==> src/rtl/dram_pkg.sv <==
// Shared types and default sizing for the DRAM model.
package dram_pkg;
  localparam int DEF_ADDR_W    = 16;
  localparam int DEF_DATA_W    = 8;
  localparam int DEF_MEM_DEPTH = 256;
  localparam int DEF_LATENCY   = 3;

  typedef enum logic [1:0] {
    IDLE   = 2'd0,
    ACCESS = 2'd1,
    DONE   = 2'd2
  } state_t;
endpackage

==> src/rtl/dram_array.sv <==
// Single-port storage: synchronous write, registered read, no reset.
module dram_array #(
  parameter int DATA_W = 8,
  parameter int DEPTH  = 256,
  parameter int IW     = 8
) (
  input  logic              clk,
  input  logic              we_i,
  input  logic              re_i,
  input  logic [IW-1:0]     addr_i,
  input  logic [DATA_W-1:0] wdata_i,
  output logic [DATA_W-1:0] rdata_o
);
  logic [DATA_W-1:0] mem_q [DEPTH];

  always_ff @(posedge clk) begin
    if (we_i) mem_q[addr_i] <= wdata_i;
    if (re_i) rdata_o <= mem_q[addr_i];
  end
endmodule

==> src/rtl/dram.sv <==
// Fixed-latency DRAM model with IDLE/ACCESS/DONE handshake.
// Define DRAM_ADDR_CHECK_EN to flag addresses >= MEM_DEPTH via err.
module dram
  import dram_pkg::*;
#(
  parameter int ADDR_W    = DEF_ADDR_W,
  parameter int DATA_W    = DEF_DATA_W,
  parameter int MEM_DEPTH = DEF_MEM_DEPTH,
  parameter int LATENCY   = DEF_LATENCY
) (
  input  logic              clk,
  input  logic              rst,
  input  logic              read,
  input  logic              write,
  input  logic [ADDR_W-1:0] addr,
  input  logic [DATA_W-1:0] data_in,
  output logic [DATA_W-1:0] data_out,
  output logic              busy,
  output logic              done,
  output logic              err
);
  localparam int IW = (MEM_DEPTH > 1) ? $clog2(MEM_DEPTH) : 1;
  localparam int CW = (LATENCY > 1) ? $clog2(LATENCY) : 1;
  localparam logic [CW-1:0] LAST = CW'(LATENCY - 1);
  localparam logic [CW-1:0] PRE  = CW'((LATENCY > 1) ? LATENCY - 2 : 0);

  state_t            state_q, state_d;
  logic [CW-1:0]     cnt_q, cnt_d;
  logic              wr_q;
  logic [IW-1:0]     addr_q;
  logic [DATA_W-1:0] wdata_q;
  logic [DATA_W-1:0] dout_q;
  logic [DATA_W-1:0] rdata;
  logic [IW-1:0]     arr_addr;
  logic              accept, exec, pre, we, oor_q, oor;

  assign accept = (state_q == IDLE) && (read || write);
  assign exec   = (state_q == ACCESS) && (cnt_q == LAST);

`ifdef DRAM_ADDR_CHECK_EN
  logic err_q;
  assign oor = {1'b0, addr} >= (ADDR_W+1)'(MEM_DEPTH);
  assign err = err_q;
  always_ff @(posedge clk or posedge rst) begin
    if (rst) err_q <= 1'b0;
    else     err_q <= exec && oor_q;
  end
`else
  logic unused_addr;
  assign unused_addr = ^addr;
  assign oor = 1'b0;
  assign err = 1'b0;
`endif

  // Array read is registered, so fetch one edge ahead of execution.
  always_comb begin
    if (LATENCY == 1) pre = accept && !write;
    else pre = (state_q == ACCESS) && (cnt_q == PRE) && !wr_q;
  end

  assign we       = exec && wr_q && !oor_q;
  assign arr_addr = (state_q == IDLE) ? addr[IW-1:0] : addr_q;

  always_comb begin
    state_d = state_q;
    cnt_d   = cnt_q;
    unique case (state_q)
      IDLE: if (accept) begin
        state_d = ACCESS;
        cnt_d   = '0;
      end
      ACCESS: begin
        if (cnt_q == LAST) state_d = DONE;
        else cnt_d = cnt_q + CW'(1);
      end
      DONE:    state_d = IDLE;
      default: state_d = IDLE;
    endcase
  end

  always_ff @(posedge clk or posedge rst) begin
    if (rst) begin
      state_q <= IDLE;
      cnt_q   <= '0;
      wr_q    <= 1'b0;
      addr_q  <= '0;
      wdata_q <= '0;
      oor_q   <= 1'b0;
      dout_q  <= '0;
    end else begin
      state_q <= state_d;
      cnt_q   <= cnt_d;
      if (accept) begin
        wr_q    <= write;
        addr_q  <= addr[IW-1:0];
        wdata_q <= data_in;
        oor_q   <= oor;
      end
      if (exec && !wr_q) dout_q <= oor_q ? '0 : rdata;
    end
  end

  dram_array #(
    .DATA_W (DATA_W),
    .DEPTH  (MEM_DEPTH),
    .IW     (IW)
  ) u_array (
    .clk     (clk),
    .we_i    (we),
    .re_i    (pre),
    .addr_i  (arr_addr),
    .wdata_i (wdata_q),
    .rdata_o (rdata)
  );

  assign data_out = dout_q;
  assign busy     = (state_q != IDLE);
  assign done     = (state_q == DONE);
endmodule

==> config.mk <==
export PLATFORM = sky130hd
export DESIGN_NAME = dram
export DESIGN_NICKNAME = d
export VERILOG_FILES = /design/src/rtl/dram_pkg.sv /design/src/rtl/dram_array.sv /design/src/rtl/dram.sv
export SDC_FILE = /design/constraint.sdc
export NUM_CORES = 2
export LEC_CHECK = 0
export BUFFER_PORTS_ARGS = -buffer_cell sky130_fd_sc_hd__buf_2
export CORE_UTILIZATION = 58
export CTS_CLUSTER_DIAMETER = 30
export DETAILED_ROUTE_END_ITERATION = 10
export HOLD_SLACK_MARGIN = 0.15
export PLACE_DENSITY_LB_ADDON = 0.3
export RECOVER_POWER = 25
export SLEW_MARGIN = 15
export SYNTH_ARGS = -nofsm -noshare
export SYNTH_HDL_FRONTEND = slang
export SYNTH_SLANG_ARGS = --single-unit
==> constraint.sdc <==
create_clock -name clk -period 11.4 [get_ports clk]
set_input_delay 2.28 -clock clk [delete_from_list [all_inputs] [get_ports clk]]
set_output_delay 2.28 -clock clk [all_outputs]
set_load 0.1 [all_outputs]
# == Word level (Yosys, flattened, before mapping) ==
# Memories as Yosys holds them, arrays and structs flattened. A register that Yosys moved wholly into a read port is not among the register bits.
# Index checks and enable logic that the tools add are counted.
# op_classes
eq_ne,7
mux,9
addsub,1
n_reduce_logical,13
# op_table
operator,n
$mux W2,4
$mux W8,1
$pmux W2 S2,2
$logic_and A1 B1 Y1,6
$eq A2 B1 Y1 const B,2
$eq A2 B2 Y1 const B,2
$ne A2 B2 Y1 const B,2
$reduce_bool A2 Y1,2
$reduce_and A3 Y1,1
$add A2 B1 Y2 const B,1
$logic_not A2 Y1,1
$mux W1,2
$ne A2 B1 Y1 const B,1
$reduce_and A2 Y1,1
$logic_not A1 Y1,1
$logic_or A1 B1 Y1,1
# word_totals
mem_bits_rw,2048
mem_count,1
register_bits,29
wordCells,37
# memory_table
name,depth,word_bits,read_ports,rd_clocked_by_memory_dff,wr,line_no,rtl
u_array.mem_q,256,8,1,1,1,dram_array.sv:14,logic [DATA_W-1:0] mem_q [DEPTH];

# == Depth between registers and ports, before layout ==
# depth
depth_word,5
depth_mapped,11
ltp_nobuf,9

# == By module ==
# From an unflattened synthesis, not the netlist that was laid out.
# hier_totals
hier_cells,3640
hier_area_um2,79920.4
# modules_own_cells
module,area_each_um2,seq_area_each_um2,n_inst,cells_per_inst
dram_array,78572.9,61739.2,1,3547
dram,1347.5,725.7,1,93

# == Worst setup path after synthesis ==
# OpenSTA, ideal clock, no wires.
# synth_timing
path_kind,input to register
startpoint,in addr[0]
endpoint,mem u_array.mem_q[128][0] (enable)
arrival_time_ps,4537
n_path_buf,4
stages,9
setup_slack_ps,6492
required_ps,11029
path_cell_list,or4_1 -> o31ai_2 -> buf_2 -> buf_4 -> buf_2 -> and3_1 -> nand2_1 -> clkbuf_1 -> nor2_1
# synth_between
elab_chain_len,1
# synth_rtl
item,line_no,rtl
"start, declared",dram.sv:15,"input logic [ADDR_W-1:0] addr,"
$mux W8,dram.sv:62,assign arr_addr = (state_q == IDLE) ? addr[IW-1:0] : addr_q;
"end, declared",dram_array.sv:14,
# Every way passes these cells.

# == Final worst setup path ==
# layout_timing
startpoint,reg wdata_q[1]
endpoint,"mem u_array.mem_q[76][1], data pin"
# layout_lines
item,line_no,rtl
"start, declared",dram.sv:31,logic [DATA_W-1:0] wdata_q;
"start signal, assigned",dram.sv:96,wdata_q <= data_in;
# Straight into the memory's write port.

==> impl_metrics.json <==
{
  "ctsResizeCount": 0,
  "power.density_nw_per_um2": 309,
  "clk_latency_ns": 0.92,
  "cts-buffers-inserted": 363,
  "rr_worst_depth": 2,
  "setup_viol_count_final": 0,
  "viasPerCell": 6.94,
  "r2r_start": "wdata_q[1]$_DFFE_PP0P_",
  "cp-start-kind": "register",
  "antenna_left": 0,
  "syn_to_final_growth_pct": 19.0,
  "crit_path_start": "wdata_q[1]$_DFFE_PP0P_",
  "grt_pass1_vias": 44000,
  "worstReg2RegEnd": "u_array.mem_q[76][1]$_DFFE_PP_",
  "core_area_um2": 131000,
  "nFillCells": 7495,
  "hold_viol_final": 0,
  "critical_path_required_ns": 11.93,
  "final_area_um2": 91400,
  "clockBufferDepth": 4,
  "worst_clock_skew_ns": 0.0664,
  "hold_buffers": 0,
  "grt_pass1_wl_um": 288000,
  "ys_seq_elements": 2085,
  "cts-root-buf": "clkbuf_16",
  "antenna_found_initial": 8,
  "fmax_ghz": 0.144,
  "grt_usage_pct": 29.2,
  "portBuffers": 29,
  "design.portCount": 39,
  "reg2reg_slack_ns": 4.44,
  "max-cap-violations": 15,
  "tritoncts": "done",
  "crit_end": "u_array.mem_q[76][1]$_DFFE_PP_",
  "gp_congestion": 0.909,
  "htree_num_levels": 5,
  "path_max_fanout": 96,
  "synthFlopType": "edfxtp_1",
  "cts.sinks": 2085,
  "async_flop_share_pct": 1.39,
  "drc": 0,
  "ys_warn_count": 0,
  "die_w_um": 366,
  "yosysUniqueCellTypes": 41,
  "tns_ns": 0,
  "vias": 44300,
  "ys_seq_area_share_pct": 81.3,
  "wire_per_inst_um": 31.0,
  "syn_avg_cell_area_um2": 18.4,
  "violations": "capacitance limit, slew limit",
  "relSlewSlack_pct": -190,
  "dieArea_um2": 134000,
  "start_util_pct": 58.5,
  "crit_path_end_kind": "register",
  "min_period_ns": 6.96,
  "drtPass1Iterations": 7,
  "tightest_slew_ns": 4.34,
  "place_hpwl_um": 103000,
  "fin_crit_sh_pct": 61.0,
  "grt_max_degree": 165,
  "wl_um": 198000,
  "syn-instance-count": 4181,
  "rows": 133,
  "grt-ovfl-total": 0,
  "place_area_um2": 78700,
  "clk_pin_slew_ns": 0.05,
  "outcome": "complete, but fails checks",
  "drtIter0Drc": 6312,
  "syn-num-nets": 4211,
  "fp.dieH_um": 366,
  "final_layout_size_suffix_gt1_share_pct": 15.6,
  "rsz0062_at_grt": "false",
  "netlist_area_um2": 76900,
  "critPathKind": "register to register",
  "post_cts_buffers": 0,
  "critPathArrivalTime_ns": 7.49,
  "layout.nets": 4368,
  "ir_drop_mv": 0.253,
  "leakagePower_nw": 29.1,
  "slew_violations": 1181,
  "synth-edff-count": 2056,
  "hp-class": "register to register"
}
[layer usage]
layer / share of wire, % / GRT usage (%) / vias to the layer above / wire length (µm)
li1: - / - / 18400 / -
met1: 37 / 38.5 / 22300 / 72900
met2: 47 / 45.3 / 3102 / 93800
met3: 11 / 7.66 / 581 / 22000
met4: 4.8 / 14.3 / 2 / 9620
met5: 0.010 / 0 / - / 20
[synth_stat cells, types with 3 or more instances]
cell	instances	area [µm²]
nor2_1	258	968
nand2b_1	4	25.0
a21oi_1	16	80.1
o21ai_2	3	26.3
nor2b_1	4	25.0
a21boi_1	6	45.0
nand3b_1	9	67.6
or3_1	3	18.8
buf_4	7	52.6
o31ai_1	3	22.5
a2111o_1	8	90.1
and3_1	4	25.0
inv_1	5	18.8
a22o_1	513	4490
mux2_2	24	270
nand2_1	66	248
buf_2	69	345
clkbuf_1	197	739
dfrtp_1	29	726
nand3_1	5	25.0
o22ai_1	257	1610
a221oi_1	512	4480
buf_1	37	139
nor4_1	64	400
edfxtp_1	2056	61700
[critical path: stages, from the launching register on]
cell and delay [ns]:
dfrtp_1 2.45, clkbuf_1 2.66, buf_4 1.19
[area by class of cell]
class	count	area [µm²]	area share [%]
diodes	10	25.0	0.0274
clock buffers	390	9290	10.2
clock inverters	261	3470	3.80
inverters	6	25.0	0.0274
multi-input cells	1779	13100	14.4
flip-flops and latches	2085	62500	68.3
well taps	1755	2200	2.40
repair buffers	103	827	0.905
[registers in the layout, indices dropped and copies added (netlist names)]
name and count:
data_out 8, wr_q 1, wdata_q 8, cnt_q 2
u_array.rdata_o 8, state_q 2, u_array.mem_q 2048, addr_q 8
[cell families after synthesis]
| family | synth area share (%) |
|---|---|
| DFF | 81.3 |
| AOI/OAI and AO/OA | 14.2 |
| and+or+nand+nor | 2.42 |
| buffers and inverters | 1.71 |
| muxes | 0.352 |
| adders and majority gates | 0.0326 |
| other | 0.00488 |
[power by group]
group | switching (mW) | internal [mW]
registers | 0.390 | 9.80
logic | 4.82 | 1.99
clock network | 3.76 | 7.53
total | 8.97 | 19.3
[layout by cell type (no fill, tap or decap), types with 3 or more instances in the layout]
cell type   netlist  layout
edfxtp_1       2056    2056
a22o_1          513     513
a221oi_1        512     512
clkbuf_16         0     368
nor2_1          258     257
o22ai_1         257     257
bufinv_16         0      71
nand2_1          66      66
nor4_1           64      64
buf_4             7      54
clkinvlp_4        0      47
clkinv_2          0      37
clkinv_1          0      34
inv_6             0      33
clkinv_4          0      31
clkbuf_1        197      31
dfrtp_1          29      29
buf_2            69      28
mux2_2           24      24
a21oi_1          16      16
buf_12            0      11
diode_2           0      10
nand3b_1          9       9
a2111o_1          8       8
a21boi_1          6       6
nand3_1           5       5
inv_1             5       5
inv_8             0       5
nor2b_1           4       4
nand2b_1          4       4
and3_1            4       4
or3_1             3       3
o21ai_4           0       3
[per-stage QoR]
step                      power (mW)  hold slack, ns  util, %  setup WS, ns  std cells
final                           28.3           0.487     69.5          4.44       6389
after detailed placement        16.8           0.466     59.8          4.40       5727
after floorplan                 14.5           0.454        -          6.49       4181
after global routing            29.0           0.489     69.5          4.17       6379
after CTS                       28.1           0.485     69.5          5.26       6378
after global placement          16.6           0.462     59.8          4.46       5727
[worst min-delay path by stage]
stage | startpoint | to | slack, ns | cells past startpoint
floorplan | u_array.rdata_o[0]$_DFFE_PP_ | data_out[0]$_DFFE_PP0P_ | 0.45 | 1
global placement | u_array.rdata_o[4]$_DFFE_PP_ | data_out[4]$_DFFE_PP0P_ | 0.46 | 1
detailed placement | u_array.rdata_o[3]$_DFFE_PP_ | data_out[3]$_DFFE_PP0P_ | 0.47 | 1
CTS | u_array.rdata_o[4]$_DFFE_PP_ | data_out[4]$_DFFE_PP0P_ | 0.48 | 1
global route | u_array.rdata_o[4]$_DFFE_PP_ | data_out[4]$_DFFE_PP0P_ | 0.49 | 1
finish | u_array.rdata_o[1]$_DFFE_PP_ | data_out[1]$_DFFE_PP0P_ | 0.49 | 1
Power figures use the tool's default switching activity.
